**config.mk**
```make
export PLATFORM = sky130hd
export DESIGN_NAME = muldiv_sequencer_flat
export DESIGN_NICKNAME = d
export VERILOG_FILES = /design/src/rtl/muldiv_sequencer_pkg.sv /design/src/rtl/muldiv_sequencer_if.sv /design/src/rtl/muldiv_sequencer_step.sv /design/src/rtl/muldiv_sequencer.sv /design/src/flat_wrapper.sv
export SDC_FILE = /design/constraint.sdc
export NUM_CORES = 1
export LEC_CHECK = 0
export BUFFER_PORTS_ARGS = -buffer_cell sky130_fd_sc_hd__buf_2
export CORE_UTILIZATION = 40
export DETAILED_ROUTE_END_ITERATION = 10
export GPL_ROUTABILITY_DRIVEN = 0
export HOLD_SLACK_MARGIN = 0.02
export PLACE_DENSITY_LB_ADDON = 0.1
export SLEW_MARGIN = 20
export SYNTH_ARGS = -nofsm -noshare
export SYNTH_HDL_FRONTEND = slang
export SYNTH_HIERARCHICAL = 1
export SYNTH_SLANG_ARGS = --single-unit
```
**constraint.sdc**
```tcl
create_clock -name clk -period 4.7 [get_ports clk]
set_clock_uncertainty 0.05 [all_clocks]
set_input_delay 0.235 -clock clk [delete_from_list [all_inputs] [get_ports clk]]
set_output_delay 0.235 -clock clk [all_outputs]
set_load 0.1 [all_outputs]
```
**src/rtl/muldiv_sequencer_pkg.sv**
```systemverilog
// Shared encodings for the RV32M multi-cycle sequencer: funct3 op codes, FSM states
// and small op-classification helpers.
package muldiv_sequencer_pkg;

    localparam logic [2:0] F3_MUL    = 3'b000;
    localparam logic [2:0] F3_MULH   = 3'b001;
    localparam logic [2:0] F3_MULHSU = 3'b010;
    localparam logic [2:0] F3_MULHU  = 3'b011;
    localparam logic [2:0] F3_DIV    = 3'b100;
    localparam logic [2:0] F3_DIVU   = 3'b101;
    localparam logic [2:0] F3_REM    = 3'b110;
    localparam logic [2:0] F3_REMU   = 3'b111;

    typedef enum logic [1:0] {
        ST_IDLE = 2'd0,
        ST_CALC = 2'd1,
        ST_FIX  = 2'd2,
        ST_DONE = 2'd3
    } state_e;

    function automatic logic f3_is_div(input logic [2:0] f3);
        return f3[2];
    endfunction

    function automatic logic f3_rs1_signed(input logic [2:0] f3);
        return (f3 != F3_MULHU) && (f3 != F3_DIVU) && (f3 != F3_REMU);
    endfunction

    function automatic logic f3_rs2_signed(input logic [2:0] f3);
        return (f3 == F3_MUL) || (f3 == F3_MULH) || (f3 == F3_DIV) || (f3 == F3_REM);
    endfunction

endpackage

```
**src/rtl/muldiv_sequencer_if.sv**
```systemverilog
// EX-stage handshake between the pipeline (master) and the mul/div sequencer (slave).
interface muldiv_sequencer_if #(
    parameter int XLEN = 32
);
    logic            start;
    logic            flush;
    logic [2:0]      funct3;
    logic [XLEN-1:0] rs1;
    logic [XLEN-1:0] rs2;
    logic            busy;
    logic            stall;
    logic            done;
    logic [XLEN-1:0] result;

    modport master (
        output start, flush, funct3, rs1, rs2,
        input  busy, stall, done, result
    );

    modport slave (
        input  start, flush, funct3, rs1, rs2,
        output busy, stall, done, result
    );
endinterface

```
**src/rtl/muldiv_sequencer_step.sv**
```systemverilog
// One iteration of the shared datapath: shift-add for multiply, restoring trial
// subtract for divide. Purely combinational; the top registers acc/lo.
module muldiv_sequencer_step #(
    parameter int XLEN = 32
) (
    input  logic            is_div_i,
    input  logic [XLEN-1:0] acc_i,
    input  logic [XLEN-1:0] lo_i,
    input  logic [XLEN-1:0] opnd_i,
    output logic [XLEN-1:0] acc_o,
    output logic [XLEN-1:0] lo_o
);
    logic [XLEN:0]   sum;
    logic [XLEN:0]   shifted;
    logic [XLEN-1:0] rem_sub;
    logic            ge;

    always_comb begin
        // Multiply: {acc,lo} shifts right, carry of the add enters acc MSB.
        sum     = {1'b0, acc_i} + (lo_i[0] ? {1'b0, opnd_i} : '0);
        // Divide: remainder shifts left taking the next dividend bit from lo.
        shifted = {acc_i, lo_i[XLEN-1]};
        ge      = (shifted >= {1'b0, opnd_i});
        rem_sub = shifted[XLEN-1:0] - opnd_i;

        if (is_div_i) begin
            acc_o = ge ? rem_sub : shifted[XLEN-1:0];
            lo_o  = {lo_i[XLEN-2:0], ge};
        end else begin
            acc_o = sum[XLEN:1];
            lo_o  = {sum[0], lo_i[XLEN-1:1]};
        end
    end
endmodule

```
**src/rtl/muldiv_sequencer.sv**
```systemverilog
// RV32M multi-cycle mul/div controller: IDLE -> CALC (XLEN steps) -> FIX -> DONE.
// Optional MULDIV_EARLY_OUT_EN finishes zero-operand ops straight from IDLE.
module muldiv_sequencer
    import muldiv_sequencer_pkg::*;
#(
    parameter int XLEN  = 32,
    parameter int CNT_W = 6
) (
    input  logic              clk,
    input  logic              rst_n,
    muldiv_sequencer_if.slave bus
);
    state_e            state_q, state_d;
    logic [CNT_W-1:0]  cnt_q, cnt_d;
    logic [2:0]        f3_q, f3_d;
    logic              neg_lo_q, neg_lo_d;
    logic              neg_rem_q, neg_rem_d;
    logic              dbz_q, dbz_d;
    logic [XLEN-1:0]   acc_q, acc_d;
    logic [XLEN-1:0]   lo_q, lo_d;
    logic [XLEN-1:0]   opnd_q, opnd_d;
    logic [XLEN-1:0]   result_q, result_d;

    logic [XLEN-1:0]   step_acc, step_lo;
    logic              accept, neg1, neg2;
    logic [XLEN-1:0]   mag1, mag2, fix_res;
    logic [2*XLEN-1:0] prod, prod_fix;
    logic              early_out;
    logic [XLEN-1:0]   early_res;

    assign accept = (state_q == ST_IDLE) && bus.start && !bus.flush;
    assign neg1   = f3_rs1_signed(bus.funct3) && bus.rs1[XLEN-1];
    assign neg2   = f3_rs2_signed(bus.funct3) && bus.rs2[XLEN-1];
    assign mag1   = neg1 ? -bus.rs1 : bus.rs1;
    assign mag2   = neg2 ? -bus.rs2 : bus.rs2;

`ifdef MULDIV_EARLY_OUT_EN
    assign early_out = f3_is_div(bus.funct3) ? (bus.rs2 == '0)
                                             : ((bus.rs1 == '0) || (bus.rs2 == '0));
    assign early_res = !f3_is_div(bus.funct3) ? '0 : (bus.funct3[1] ? bus.rs1 : '1);
`else
    assign early_out = 1'b0;
    assign early_res = '0;
`endif

    muldiv_sequencer_step #(.XLEN(XLEN)) u_step (
        .is_div_i (f3_is_div(f3_q)),
        .acc_i    (acc_q),
        .lo_i     (lo_q),
        .opnd_i   (opnd_q),
        .acc_o    (step_acc),
        .lo_o     (step_lo)
    );

    // Operands were iterated as magnitudes; restore signs and pick the requested half.
    always_comb begin
        prod     = {acc_q, lo_q};
        prod_fix = neg_lo_q ? -prod : prod;
        case (f3_q)
            F3_MUL:                       fix_res = prod_fix[XLEN-1:0];
            F3_MULH, F3_MULHSU, F3_MULHU: fix_res = prod_fix[2*XLEN-1:XLEN];
            F3_DIV, F3_DIVU:              fix_res = dbz_q ? '1 : (neg_lo_q ? -lo_q : lo_q);
            default:                      fix_res = neg_rem_q ? -acc_q : acc_q;
        endcase
    end

    always_comb begin
        state_d   = state_q;
        cnt_d     = cnt_q;
        f3_d      = f3_q;
        neg_lo_d  = neg_lo_q;
        neg_rem_d = neg_rem_q;
        dbz_d     = dbz_q;
        acc_d     = acc_q;
        lo_d      = lo_q;
        opnd_d    = opnd_q;
        result_d  = result_q;

        case (state_q)
            ST_IDLE: begin
                if (accept) begin
                    f3_d      = bus.funct3;
                    cnt_d     = CNT_W'(XLEN);
                    acc_d     = '0;
                    neg_lo_d  = neg1 ^ neg2;
                    neg_rem_d = neg1;
                    dbz_d     = (bus.rs2 == '0);
                    if (f3_is_div(bus.funct3)) begin
                        lo_d   = mag1;
                        opnd_d = mag2;
                    end else begin
                        lo_d   = mag2;
                        opnd_d = mag1;
                    end
                    if (early_out) begin
                        state_d  = ST_DONE;
                        result_d = early_res;
                    end else begin
                        state_d  = ST_CALC;
                    end
                end
            end
            ST_CALC: begin
                acc_d = step_acc;
                lo_d  = step_lo;
                cnt_d = cnt_q - CNT_W'(1);
                if (cnt_q == CNT_W'(1)) state_d = ST_FIX;
            end
            ST_FIX: begin
                result_d = fix_res;
                state_d  = ST_DONE;
            end
            default: state_d = ST_IDLE;
        endcase

        if (bus.flush && (state_q != ST_IDLE)) begin
            state_d  = ST_IDLE;
            result_d = result_q;
        end
    end

    always_ff @(posedge clk or negedge rst_n) begin
        if (!rst_n) begin
            state_q   <= ST_IDLE;
            cnt_q     <= '0;
            f3_q      <= '0;
            neg_lo_q  <= 1'b0;
            neg_rem_q <= 1'b0;
            dbz_q     <= 1'b0;
            acc_q     <= '0;
            lo_q      <= '0;
            opnd_q    <= '0;
            result_q  <= '0;
        end else begin
            state_q   <= state_d;
            cnt_q     <= cnt_d;
            f3_q      <= f3_d;
            neg_lo_q  <= neg_lo_d;
            neg_rem_q <= neg_rem_d;
            dbz_q     <= dbz_d;
            acc_q     <= acc_d;
            lo_q      <= lo_d;
            opnd_q    <= opnd_d;
            result_q  <= result_d;
        end
    end

    assign bus.busy   = (state_q != ST_IDLE);
    assign bus.done   = (state_q == ST_DONE) && !bus.flush;
    assign bus.stall  = (bus.start || bus.busy) && !bus.done;
    assign bus.result = result_q;

endmodule

```
**src/flat_wrapper.sv**
```systemverilog
// flat-port wrapper written by rule: the top's interface ports become plain ports
module muldiv_sequencer_flat import muldiv_sequencer_pkg::*;
#(
    parameter int XLEN  = 32,
    parameter int CNT_W = 6
)
  (clk, rst_n, bus_start, bus_flush, bus_funct3, bus_rs1, bus_rs2, bus_busy, bus_stall, bus_done, bus_result);
  muldiv_sequencer_if #(.XLEN(XLEN)) bus_i ();
  input  logic clk;
  input  logic rst_n;
  input wire logic [$bits(bus_i.start)-1:0] bus_start;
  input wire logic [$bits(bus_i.flush)-1:0] bus_flush;
  input wire logic [$bits(bus_i.funct3)-1:0] bus_funct3;
  input wire logic [$bits(bus_i.rs1)-1:0] bus_rs1;
  input wire logic [$bits(bus_i.rs2)-1:0] bus_rs2;
  output wire logic [$bits(bus_i.busy)-1:0] bus_busy;
  output wire logic [$bits(bus_i.stall)-1:0] bus_stall;
  output wire logic [$bits(bus_i.done)-1:0] bus_done;
  output wire logic [$bits(bus_i.result)-1:0] bus_result;
  assign bus_i.start = bus_start;
  assign bus_i.flush = bus_flush;
  assign bus_i.funct3 = bus_funct3;
  assign bus_i.rs1 = bus_rs1;
  assign bus_i.rs2 = bus_rs2;
  assign bus_busy = bus_i.busy;
  assign bus_stall = bus_i.stall;
  assign bus_done = bus_i.done;
  assign bus_result = bus_i.result;
  muldiv_sequencer #(.XLEN(XLEN), .CNT_W(CNT_W)) u_core (.clk(clk), .rst_n(rst_n), .bus(bus_i));
endmodule
```
==> impl_results.md, run 1 <==
- Met2 demand-to-capacity share in global routing: 47.2%
- Filler Cells Inserted: 3766
- Detailed Place HPWL: 44500 um
- Count of maximum capacitance violations: 0
- Core Util, Final: 45.5%
- Largest net degree at the start of global routing: 62
- Buffers inserted during post-CTS setup optimization: 0
- Final hold violations: 0
- Count of buffers from port buffering: 105
- Root buffer cell: clkbuf_16
- Number of rows created at floorplan: 70
- Boundary pin count: 106
- Total GRT Usage: 30.5%
- Proportion of power drawn by flip-flops and latches: 18.6%
- Area occupied by multi-input gates: 10800 um^2
- Average wire per cell in the routed design: roughly 23 um
- Placed instance area: 16200 um^2
- Run status: completed
- Crit path capture type: register
- Worst Hold Margin: 0.0749 ns
- Antenna violations before repair: 0
- Met1 track demand over resource: a little over two fifths
- TritonCTS clock tree: yes
- Final design area excluding fillers: ~17000 um^2
- Total nets after synthesis: roughly 2100
- Detailed-route via count: 15600
- Iter 0 DRT Violations: around 1700
- Arrival time at the worst endpoint: approximately 4.3 ns
- Fraction of layout instances using a drive strength above 1: 13.2%
- Switching share of total power: a little under three fifths
- Sequential area share after synthesis: between 20% and 30%
- Layer with the highest usage after global routing: met2
- Internal power contribution: approximately 0.0063 W
- DR vias/cell: 6.19
- Flip-flop and latch area: 3560 um^2
- Total wire length after detailed routing: 58200 um
- Layout overhead on the synthesized area: 11.2%
- Static power due to leakage: 7.15 nW
- Post-route ant nets: 0
- Synthesized area divided by synthesized cell count: 7.75 um^2
- Number of global-route vias before repair: ~15000
- Startpoint type of the worst setup path: register
- Slew Viols, Final: 0
- Yosys cell types: 92
- Initial Util: approximately two fifths
- Die X: 196 um
- Setup repair after global routing missed its margin: false
- Gate power share: a little under three quarters
- Cell Area, Synth: 15100 um^2
- Summed negative setup slack over all endpoints: 0 ns
- Area enclosed by the die boundary: 38500 um^2
- Post-synthesis instance total: 1947
- Max transition margin: 36.7%
- Max FO, Critical Path: 31
- Core area: ~37000 um^2
- Number of diodes added for antenna fixing: 0
- Wire length of the first global-routing pass: 89600 um
- CTS clock-pin slew for the worst setup and hold paths: about 0.070 ns
- Peak clock frequency supported by timing: roughly 0.25 GHz
- H-tree level count: 4
- M3 GR Usage: 4.23%
- Total iterations of the first detailed-routing run: 6
- Post-layout net count: 2151
- Part of the total power dissipated in the clock network: 9.5%
- Flops & latches, synth: 142
- Remaining DRCs: 0
- CP Data Required Time: slightly above 5 ns
- Grt total ovfl: 0
- Num Clock Sinks: 142
- Clk_lat worst skew: 0.46 ns
- Final worst-path cycle share: 84.3%
- Number of CTS-inserted buffers: 17
- Chip Height: 196 um
- Fin crit period: 3.96 ns
- Maximum resistive drop on vdd: 0.361 mV
- Post-route total power: roughly 0.014 W
- Number of enable flip-flop cells after synthesis: 0
- Share of synthesized registers carrying an async set or reset: 100%
- Commonest register cell after synthesis: dfrtp_1
- NetSw: roughly 0.008 W
- Power density cells: 860 nW/um^2
- Type of the tightest min-delay check: in -> reg
- Yosys Warn Count: 6
- Actual slew at the worst max-slew pin: 0.941 ns
- # setup viols final: 0
- Type of the setup path with the least slack: reg -> reg
- Clock tree buffer depth: 2
-- placed cells by master (no fill, tap or decap), types with 14 or more instances in the layout --
cell type  Yosys  final
or3_1         27     27
a211oi_1      17     17
xor2_1        63     63
a22o_1        30     30
o221ai_1      22     22
mux2_2        32     32
o31ai_1       32     32
and3_1        23     23
o21a_1        14     14
nor4_1        20     20
buf_4          3     46
and2_1        41     41
dfrtp_1      142    140
a31oi_1       30     30
o211ai_1      18     18
a21oi_1      164    162
nand3_1       42     41
nor3_1        41     41
a21o_1        43     43
ha_1          75     75
inv_1         76     76
nand4_1       23     23
o21ai_0      116    116
nor2_1       174    174
o41ai_1       14     14
xnor2_1      113    113
mux2i_1       40     40
or4_1         18     18
nand2_1      171    171
buf_2          3    104
clkbuf_16      0     17
-- layer usage --
| layer | share of wire (%) | vias up |
|---|---|---|
| met3 | 7.6 | 88 |
| met1 | 45 | 7525 |
| met5 | 0 | - |
| met4 | 3.7 | 0 |
| met2 | 44 | 681 |
| li1 | - | 7294 |
-- registers in the layout, summed over array words and instances, names as in the netlist, 2 cells and up --
name,count
u_core/opnd_q,32
u_core/state_q,2
u_core/bus.result,32
u_core/acc_q,32
u_core/lo_q,32
u_core/f3_q,3
u_core/cnt_q,6
-- cell type report --
class                   instances  area share (%)
clock buffers                  20            2.72
clock inverters                12           0.648
inverters                      80            1.79
multi-input cells            1606            64.4
flip-flops and latches        142            21.2
well taps                     504            3.76
repair buffers                156            5.52
-- worst max-delay path, stage by stage (launching register included) --
cell,delay (ns)
dfrtp_1,0.44
buf_4,0.25
and2_1,0.18
ha_1,0.35
o211ai_1,0.15
o211ai_1,0.31
a21oi_1,0.16
a211oi_1,0.49
a31oi_1,0.25
o31ai_1,0.34
mux2_2,0.39
a211o_1,0.26
o21ai_0,0.14
a22o_1,0.14
-- stage by stage --
step / worst slack, ns / std cells
2_1_floorplan: 1.09 / 1947
3_3_place_gp: 0.925 / 2483
3_5_place_dp: 0.828 / 2483
4_1_cts: 0.787 / 2520
5_1_grt: 0.468 / 2520
6_report: 0.739 / 2520
-- cell usage after synthesis, types with 6 or more instances --
cell	instances	share of area [%]
a211oi_1	17	0.85
dfrtp_1	142	24
a31oi_1	30	1.2
nand3_1	42	1.4
or2_2	7	0.29
or3_1	27	1.1
or4_1	18	0.90
o21a_1	14	0.70
and4_1	7	0.41
xnor2_1	113	6.6
a22o_1	30	1.7
o32a_1	6	0.40
nor2_1	174	4.3
and3_1	23	0.95
nor3_1	41	1.4
ha_1	75	6.2
o21ai_1	6	0.20
a21o_1	43	2.1
inv_1	76	1.9
o22a_1	6	0.35
o2111ai_1	6	0.35
o211ai_1	18	0.90
o31ai_1	32	1.6
nor2b_1	13	0.54
nand2_1	171	4.3
o22ai_1	13	0.54
a221oi_1	12	0.70
nor4_1	20	0.83
mux2_2	32	2.4
o21ai_0	116	3.8
xor2_1	63	3.7
a21oi_1	164	5.4
clkbuf_1	101	2.5
o221ai_1	22	1.3
o41ai_1	14	0.81
mux2i_1	40	2.7
and2_1	41	1.7
o21bai_1	8	0.40
nand2b_1	13	0.54
nand4_1	23	0.95
buf_1	11	0.27
nor3b_1	6	0.30
-- worst paths after layout --
check,start,to,slack (ns),cells past startpoint
max in group asynchronous,rst_n,u_core/bus.result[18]$_DFFE_PN0P_,3.21,3
min in group asynchronous,rst_n,u_core/opnd_q[11]$_DFFE_PN0P_,0.31,2
hold / removal,bus_rs2[30],u_core/dbz_q$_DFFE_PN0P_,0.07,3
setup / recovery,u_core/lo_q[0]$_DFFE_PN0P_,u_core/acc_q[30]$_DFFE_PN0P_,0.74,13
setup reg to reg,u_core/lo_q[0]$_DFFE_PN0P_,u_core/acc_q[30]$_DFFE_PN0P_,0.74,13
hold reg to reg,u_core/bus.result[1]$_DFFE_PN0P_,u_core/bus.result[1]$_DFFE_PN0P_,0.43,2
-- power by group through the flow --
stage                     registers [W]  logic, W  clock network, W
after floorplan                 0.00331   0.00670                 0
after global placement          0.00266    0.0101                 0
after detailed placement        0.00267    0.0102                 0
after CTS                       0.00265    0.0102           0.00140
after global routing            0.00275    0.0112           0.00145
final                           0.00268    0.0104           0.00138
-- logic make-up (layout without fill, tap and decap cells) --
| kind of cell | count (synthesis) | after routing | share of synthesized area, % |
|---|---|---|---|
| mux | 72 | 72 | 5.04 |
| compound gates | 623 | 623 | 27.7 |
| buf+inv | 199 | 268 | 5.10 |
| fa+ha+maj | 77 | 77 | 6.48 |
| flops | 142 | 142 | 23.5 |
| xor+xnor | 176 | 176 | 10.2 |
| simple gates | 658 | 658 | 21.9 |
-- repair_timing --
item                                    CTS  global route
gates resized for setup                   0             0
endpoints found under the setup margin    0             0
hold endpoints to repair                 62             0
hold buffers                              5             0
No activity file was read; power rests on OpenSTA's default activity.
==> run 2, diff against run 1 <==
- ABC_AREA: default -> 1
- clock period: 4.7 -> 3.5 ns (I/O delays scaled with it)
==> impl_results.md, run 2 <==
- Run status: completed
- Root buffer cell: clkbuf_16
- Cells resized by post-CTS repair: 0 (unchanged)
- Type of the setup path with the least slack: reg -> reg
- Clk_lat worst skew: 0.47 ns (about the same)
- Number of CTS-inserted buffers: 17 (unchanged)
- Post-route ant nets: 0 (unchanged)
- Start point of the critical path: u_core/opnd_q[28]$_DFFE_PN0P_
- Cell type contributing the most total cell area after synthesis: nand2_1
- Largest net degree at the start of global routing: 84 (+35%)
- Clock tree buffer depth: 2 (unchanged)
- CTS clock-pin slew for the worst setup and hold paths: 0.07 ns (about the same)
- Stage delay of the slowest cell on the critical path: 0.52 ns (+0.03 ns)
- Top-count cell post-synth: nand2_1
- Reg2Reg Setup Slack: 0.34 ns (-0.40 ns)
- Most common library cell in the layout ignoring fill and taps: nand2_1
- Endpoint of the worst register-to-register path: u_core/acc_q[21]$_DFFE_PN0P_
- Top cell type's share of synthesized area: 22.5% (-1.0 points)
- Kind of cell adding the most delay to the critical path: simple AND/OR/NAND/NOR gates
- DP Worst Slack: 0.457 ns (-0.371 ns)
- H-tree level count: 4 (unchanged)
- Startpoint type of the worst setup path: register
- Number of global-route vias before repair: 20800 (+41%)
- Yosys Warn Count: 6 (unchanged)
- Grt total ovfl: 0 (unchanged)
- Count of maximum capacitance violations: 0 (unchanged)
- Average wire per cell in the routed design: 20.2 um (-13%)
- Sequential area share after synthesis: 19.5% (-4.1 points)
- Critical path destination: u_core/acc_q[21]$_DFFE_PN0P_
- Worst Hold Margin: 0.0321 ns (-0.0428 ns)
- Uppermost layer routed: met5
- Antenna violations before repair: 2 (+2)
- Total GRT Usage: 34.3% (+3.7 points)
- Summed negative setup slack over all endpoints: 0 ns (unchanged)
- Chip Height: 216 um (+9.9%)
- Arrival time at the worst endpoint: 3.45 ns (-0.86 ns)
- Total iterations of the first detailed-routing run: 9 (+3)
- DR vias/cell: 5.58 (-9.8%)
- Synthesized area divided by synthesized cell count: 5.57 um^2 (-28%)
- Core area: 44600 um^2 (+21%)
- Peak clock frequency supported by timing: 0.316 GHz (+25%)
- Flops & latches, synth: 142 (unchanged)
- Detailed-route via count: 22200 (+42%)
- Post-synthesis instance total: 3278 (+68%)
- WP buf/inv: 1 (unchanged)
- Initial Util: 40.9% (about the same)
- Boundary pin count: 106 (unchanged)
- Total nets after synthesis: 3426 (+64%)
- Fin crit period: 3.16 ns (-0.797 ns)
- Crit path capture type: register
- Maximum resistive drop on vdd: 0.497 mV (+38%)
- Iter 0 DRT Violations: 2483 (+47%)
- Worst flop-to-flop path startpoint: u_core/opnd_q[28]$_DFFE_PN0P_
- List of most frequent post-synthesis cells: nand2_1 (1096), inv_1 (443), nand3_1 (395), nor2_1 (352), o21ai_0 (178)
- Cell Area, Synth: 18200 um^2 (+21%)
- Num Clock Sinks: 142 (unchanged)
- Count of buffers from port buffering: 105 (unchanged)
- Most frequent cells in the layout: nand2_1 (1096), inv_1 (443), nand3_1 (395)
- Wire length of the first global-routing pass: 121000 um (+36%)
- Static power due to leakage: 10.8 nW (+51%)
- Remaining DRCs: 0 (unchanged)
- Die X: 216 um (+9.9%)
- Met3 Routed Length: 7620 um (+73%)
- Max FO, Critical Path: 33 (+6.5%)
- Cells taking the most area after synthesis: nand2_1 (23%), dfrtp_1 (19%), nand3_1 (11%), inv_1 (9.1%), nor2_1 (7.2%)
- Slowest stage cell on the critical path: dfrtp_1
- Routed wire length on met2: 34200 um (+35%)
- Total wire length after detailed routing: 80200 um (+38%)
- CP Data Required Time: 3.79 ns (-1.26 ns)
- # setup viols final: 0 (unchanged)
- Cell repeated most along the worst path: nand2_1
- Crit. path cell count: 14 (+1)
- Critical path, cell by cell: inv_1 > ha_1 > a21oi_1 > nand2_1 > a21oi_2 > nand2_2 > nor2_8 > nand2_8 > nand2_1 > nand2_1 > nand2_1 > nand2_1 > nand3_1 > o21ai_0
- Post-layout net count: 3520 (+64%)
- Met1 layer wirelength in the final routing: 33200 um (+27%)
- Power density cells: 1080 nW/um^2 (+25%)
- Number of enable flip-flop cells after synthesis: 0 (unchanged)
- Fraction of layout instances using a drive strength above 1: 9.22% (-4.0 points)
- Core Util, Final: 45.1% (-0.38 points)
- Yosys cell types: 54 (-41%)
- TritonCTS clock tree: yes
- Final worst-path cycle share: 90.4% (+6.1 points)
- Max transition margin: 30.9% (-5.8 points)
- Setup repair after global routing missed its margin: false
- Number of rows created at floorplan: 77 (+10%)
- Final hold violations: 0 (unchanged)
- Type of the tightest min-delay check: in -> reg
- Actual slew at the worst max-slew pin: 1.04 ns (+0.0943 ns)
- Detailed Place HPWL: 64500 um (+45%)
- Area enclosed by the die boundary: 46500 um^2 (+21%)
- Commonest register cell after synthesis: dfrtp_1
- Share of synthesized registers carrying an async set or reset: 100% (unchanged)
- Slew Viols, Final: 0 (unchanged)
- Length in cells of the worst reg-to-reg path: 14 (+1)
- Layout overhead on the synthesized area: 10.4%
- Slack of the critical path: 0.335 ns (-0.403 ns)
## run 2: final cells by class
class                           count  area, um^2
Tap cell                          592         741
Clock buffer                       19         433
Fill cell                        4956       24500
Antenna cell                        1        2.50
Inverter                          457        1720
Multi-Input combinational cell   2577       12500
Timing Repair Buffer              177        1090
Sequential cell                   142        3560
Clock inverter                     13        92.6
## run 2: kinds of logic after synthesis
logic type | synth area share [%]
buffers and inverters | 12.1
adders and majority gates | 5.36
AOI/OAI and AO/OA | 12.4
DFF | 19.5
xor gates and xnor gates | 2.83
and+or+nand+nor | 47.8
## run 2: how the worst min path moves through the flow
stage / endpoint / cells past startpoint / slack [ns] / from
2_1_floorplan: u_core/acc_q[0]$_DFFE_PN0P_ / 0 / -0.17 / rst_n
3_3_place_gp: u_core/bus.result[27]$_DFFE_PN0P_ / 1 / 0.26 / rst_n
3_5_place_dp: u_core/bus.result[27]$_DFFE_PN0P_ / 1 / 0.27 / rst_n
4_1_cts: u_core/opnd_q[0]$_DFFE_PN0P_ / 3 / 0.03 / bus_rs1[0]
5_1_grt: u_core/lo_q[0]$_DFFE_PN0P_ / 3 / 0.07 / bus_rs2[0]
6_report: u_core/opnd_q[0]$_DFFE_PN0P_ / 3 / 0.03 / bus_rs1[0]
## run 2: repair_timing
action                                  4_1_cts  5_1_grt
buffers inserted                              0        0
endpoints found under the setup margin        0        0
hold buffers                                  3        0
hold endpoints to repair                     83        0
## run 2: worst reg2reg max path: cells and delay by family (launching register included)
family | cells | cell delay, ns
AO/OA/AOI/OAI | 3 | 0.62
flip-flops | 1 | 0.52
AND/OR/NAND/NOR | 9 | 1.41
buffers and inverters | 1 | 0.09
adder cells (fa/ha/maj) | 1 | 0.39
## run 2: power breakdown
group / switching (W) / internal, W / total [W]
Sequential: 0.000910 / 0.00240 / 0.00331
Clock: 0.000843 / 0.000907 / 0.00175
Combinational: 0.0119 / 0.00474 / 0.0167
Total: 0.0137 / 0.00805 / 0.0217
## run 2: layer usage
layer	global-route usage (%)	up-vias
li1	-	10600
met1	44.2	10200
met2	52.4	1138
met3	7.36	191
met4	20.5	2
met5	0	-
## run 2: stage by stage
| step | std cells | power, W | instance area (um^2) |
|---|---|---|---|
| final | 3978 | 0.0217 | 20100 |
| after global routing | 3977 | 0.0233 | 20100 |
| after CTS | 3977 | 0.0213 | 20100 |
| after detailed placement | 3942 | 0.0194 | 19600 |
| after global placement | 3942 | 0.0193 | 19600 |
| after floorplan | 3278 | 0.0145 | 18200 |
==> run 3, diff against run 2 <==
- CELL_PAD_IN_SITES_DETAIL_PLACEMENT: default -> 1
- CELL_PAD_IN_SITES_GLOBAL_PLACEMENT: default -> 1
- CTS_BUF_LIST: default -> sky130_fd_sc_hd__clkbuf_2
==> impl_results.md, run 3 (synthesis gave the netlist of run 2 again) <==
- NetSw: 0.0140 W (+2.7%)
- Fraction of layout instances using a drive strength above 1: 8.70% (-0.51 points)
- Number of global-route vias before repair: 24600 (+19%)
- CP Data Required Time: 4.23 ns (+0.44 ns)
- Wire length of the first global-routing pass: 141000 um (+16%)
- Count of maximum capacitance violations: 0 (unchanged)
- Static power due to leakage: 11.4 nW (+5.5%)
- Final hold violations: 0 (unchanged)
- Slack of the critical path: -0.0266 ns (-0.362 ns)
- Max transition margin: 36.3% (+5.4 points)
- Max FO, Critical Path: 28 (-15%)
- Most frequent cells in the layout: nand2_1 (1096), inv_1 (442), nand3_1 (393)
- Detailed Place HPWL: 69900 um (+8.4%)
- Peak clock frequency supported by timing: 0.284 GHz (-10%)
- Post-layout net count: 3685 (+4.7%)
- H-tree level count: 4 (unchanged)
- Count of buffers from port buffering: 105 (unchanged)
- TritonCTS clock tree: yes
- DR vias/cell: 5.79 (+3.8%)
- Most common library cell in the layout ignoring fill and taps: nand2_1
- Core area: 44600 um^2 (unchanged)
- Largest net degree at the start of global routing: 76 (-9.5%)
- Iter 0 DRT Violations: 2357 (-5.1%)
- Core Util, Final: 48.4% (+3.3 points)
- Switching share of total power: 64.0% (+1.0 points)
- Filler Cells Inserted: 6371 (+29%)
- Summed negative setup slack over all endpoints: -0.0507 ns (-0.0507 ns)
- Worst Hold Launch: bus_rs2[8]
- Setup repair after global routing missed its margin: true
- Grt total ovfl: 0 (unchanged)
- Crit path capture type: register
- Total iterations of the first detailed-routing run: 6 (-3)
- Internal power contribution: 0.00789 W (-1.9%)
- Actual slew at the worst max-slew pin: 0.953 ns (-0.0823 ns)
- Num Clock Sinks: 142 (unchanged)
- Arrival time at the worst endpoint: 4.26 ns (+0.81 ns)
- Total wire length after detailed routing: 91600 um (+14%)
- Root buffer cell: clkbuf_2
- Detailed-route via count: 24000 (+8.1%)
- Number of rows created at floorplan: 77 (unchanged)
- Area enclosed by the die boundary: 46500 um^2 (unchanged)
- Clk_lat worst skew: 0.88 ns (+0.41 ns)
- Worst flop-to-flop path startpoint: u_core/state_q[0]$_DFFE_PN0P_
- CTS clock-pin slew for the worst setup and hold paths: 0.24 ns (+0.17 ns)
- Gate power share: 78.7% (+2.0 points)
- Type of the tightest min-delay check: in -> reg
- # setup viols final: 2 (+2)
- Part of the total power dissipated in the clock network: 4.9% (-3.2 points)
- Post-route ant nets: 0 (unchanged)
- Remaining DRCs: 0 (unchanged)
- Slew Viols, Final: 0 (unchanged)
- Die X: 216 um (unchanged)
- Proportion of power drawn by flip-flops and latches: 16.4% (+1.2 points)
- Boundary pin count: 106 (unchanged)
- Run status: complete, but fails checks
- Final worst-path cycle share: 101% (+10 points)
- Power density cells: 1020 nW/um^2 (-5.8%)
- Total GRT Usage: 39.3% (+5.0 points)
- Layout overhead on the synthesized area: 18.3%
- Chip Height: 216 um (unchanged)
- Antenna violations before repair: 4 (+2)
- Average wire per cell in the routed design: 22.1 um (+9.7%)
- Initial Util: 40.9% (unchanged)
- Number of CTS-inserted buffers: 17 (unchanged)
- Clock tree buffer depth: 2 (unchanged)
- Maximum resistive drop on vdd: 0.651 mV (+31%)
- Start point of the critical path: bus_funct3[2]
- Violations in the final reports: setup timing
- Type of the setup path with the least slack: in -> reg
- Fin crit period: 3.53 ns (+0.362 ns)
- Startpoint type of the worst setup path: primary input
==> run 3: area by class of cell <==
type / instances / area [um^2] / share of cell area [%]
antenna: 2 / 5.00 / 0.0232
timing repair buffer: 342 / 2790 / 12.9
multi-input combinational: 2577 / 12500 / 58.0
clock inverter: 15 / 160 / 0.742
sequential: 142 / 3560 / 16.5
clock buffer: 17 / 85.1 / 0.394
tap: 592 / 741 / 3.43
inverter: 457 / 1720 / 7.98
==> run 3: power by group through the flow <==
stage          Clock, W  Sequential, W  Combinational [W]
6_report        0.00108        0.00359             0.0173
3_3_place_gp          0        0.00353             0.0158
5_1_grt         0.00117        0.00363             0.0187
2_1_floorplan         0        0.00432             0.0101
3_5_place_dp          0        0.00356             0.0162
4_1_cts         0.00111        0.00352             0.0168
==> run 3: worst paths after layout <==
check | cells after the start | slack (ns) | to
max | 13 | -0.03 | u_core/lo_q[25]$_DFFE_PN0P_
min | 6 | 0.22 | u_core/lo_q[8]$_DFFE_PN0P_
max reg2reg | 11 | 0.15 | u_core/opnd_q[14]$_DFFE_PN0P_
min reg2reg | 2 | 0.46 | u_core/bus.result[1]$_DFFE_PN0P_
max in group asynchronous | 4 | 2.62 | u_core/neg_lo_q$_DFFE_PN0P_
min in group asynchronous | 4 | 0.37 | u_core/acc_q[12]$_DFFE_PN0P_
==> run 3: what timing repair did <==
item / 4_1_cts / 5_1_grt
endpoints found under the hold margin: 218 / 0
hold buffers: 175 / 0
resized for setup: 0 / 8
setup buffers: 0 / 2
endpoints found under the setup margin: 0 / 7
==> run 3: worst max-delay path: stages <==
cell	delay (ns)
dlygate4sd3_1	0.54
buf_2	0.29
o21ai_4	0.35
nand2_4	0.27
inv_8	0.24
nand2_2	0.15
nand3_1	0.12
dlygate4sd3_1	0.56
nand3_1	0.09
dlygate4sd3_1	0.61
nand3_1	0.12
dlygate4sd3_1	0.61
a21oi_1	0.08
==> run 3: per-stage QoR <==
stage,area [um^2],worst slack (ns),power (W),hold WS (ns),instances
after floorplan,18200,0.848,0.0145,-0.171,3278
after global placement,19500,0.441,0.0193,0.241,3933
after detailed placement,19500,0.425,0.0198,0.244,3933
after CTS,21500,0.0537,0.0214,0.0299,4140
after global routing,21600,-0.0361,0.0235,0.157,4143
final,21600,-0.0266,0.0219,0.225,4144
==> run 3: routing by layer <==
layer | track usage (%) | vias to the layer above | wire (um)
met4 | 24.5 | 4 | 6360
met3 | 5.69 | 323 | 7560
met5 | 0 | - | 27
met2 | 63.4 | 1208 | 41400
met1 | 49.3 | 11500 | 36300
li1 | - | 11000 | -
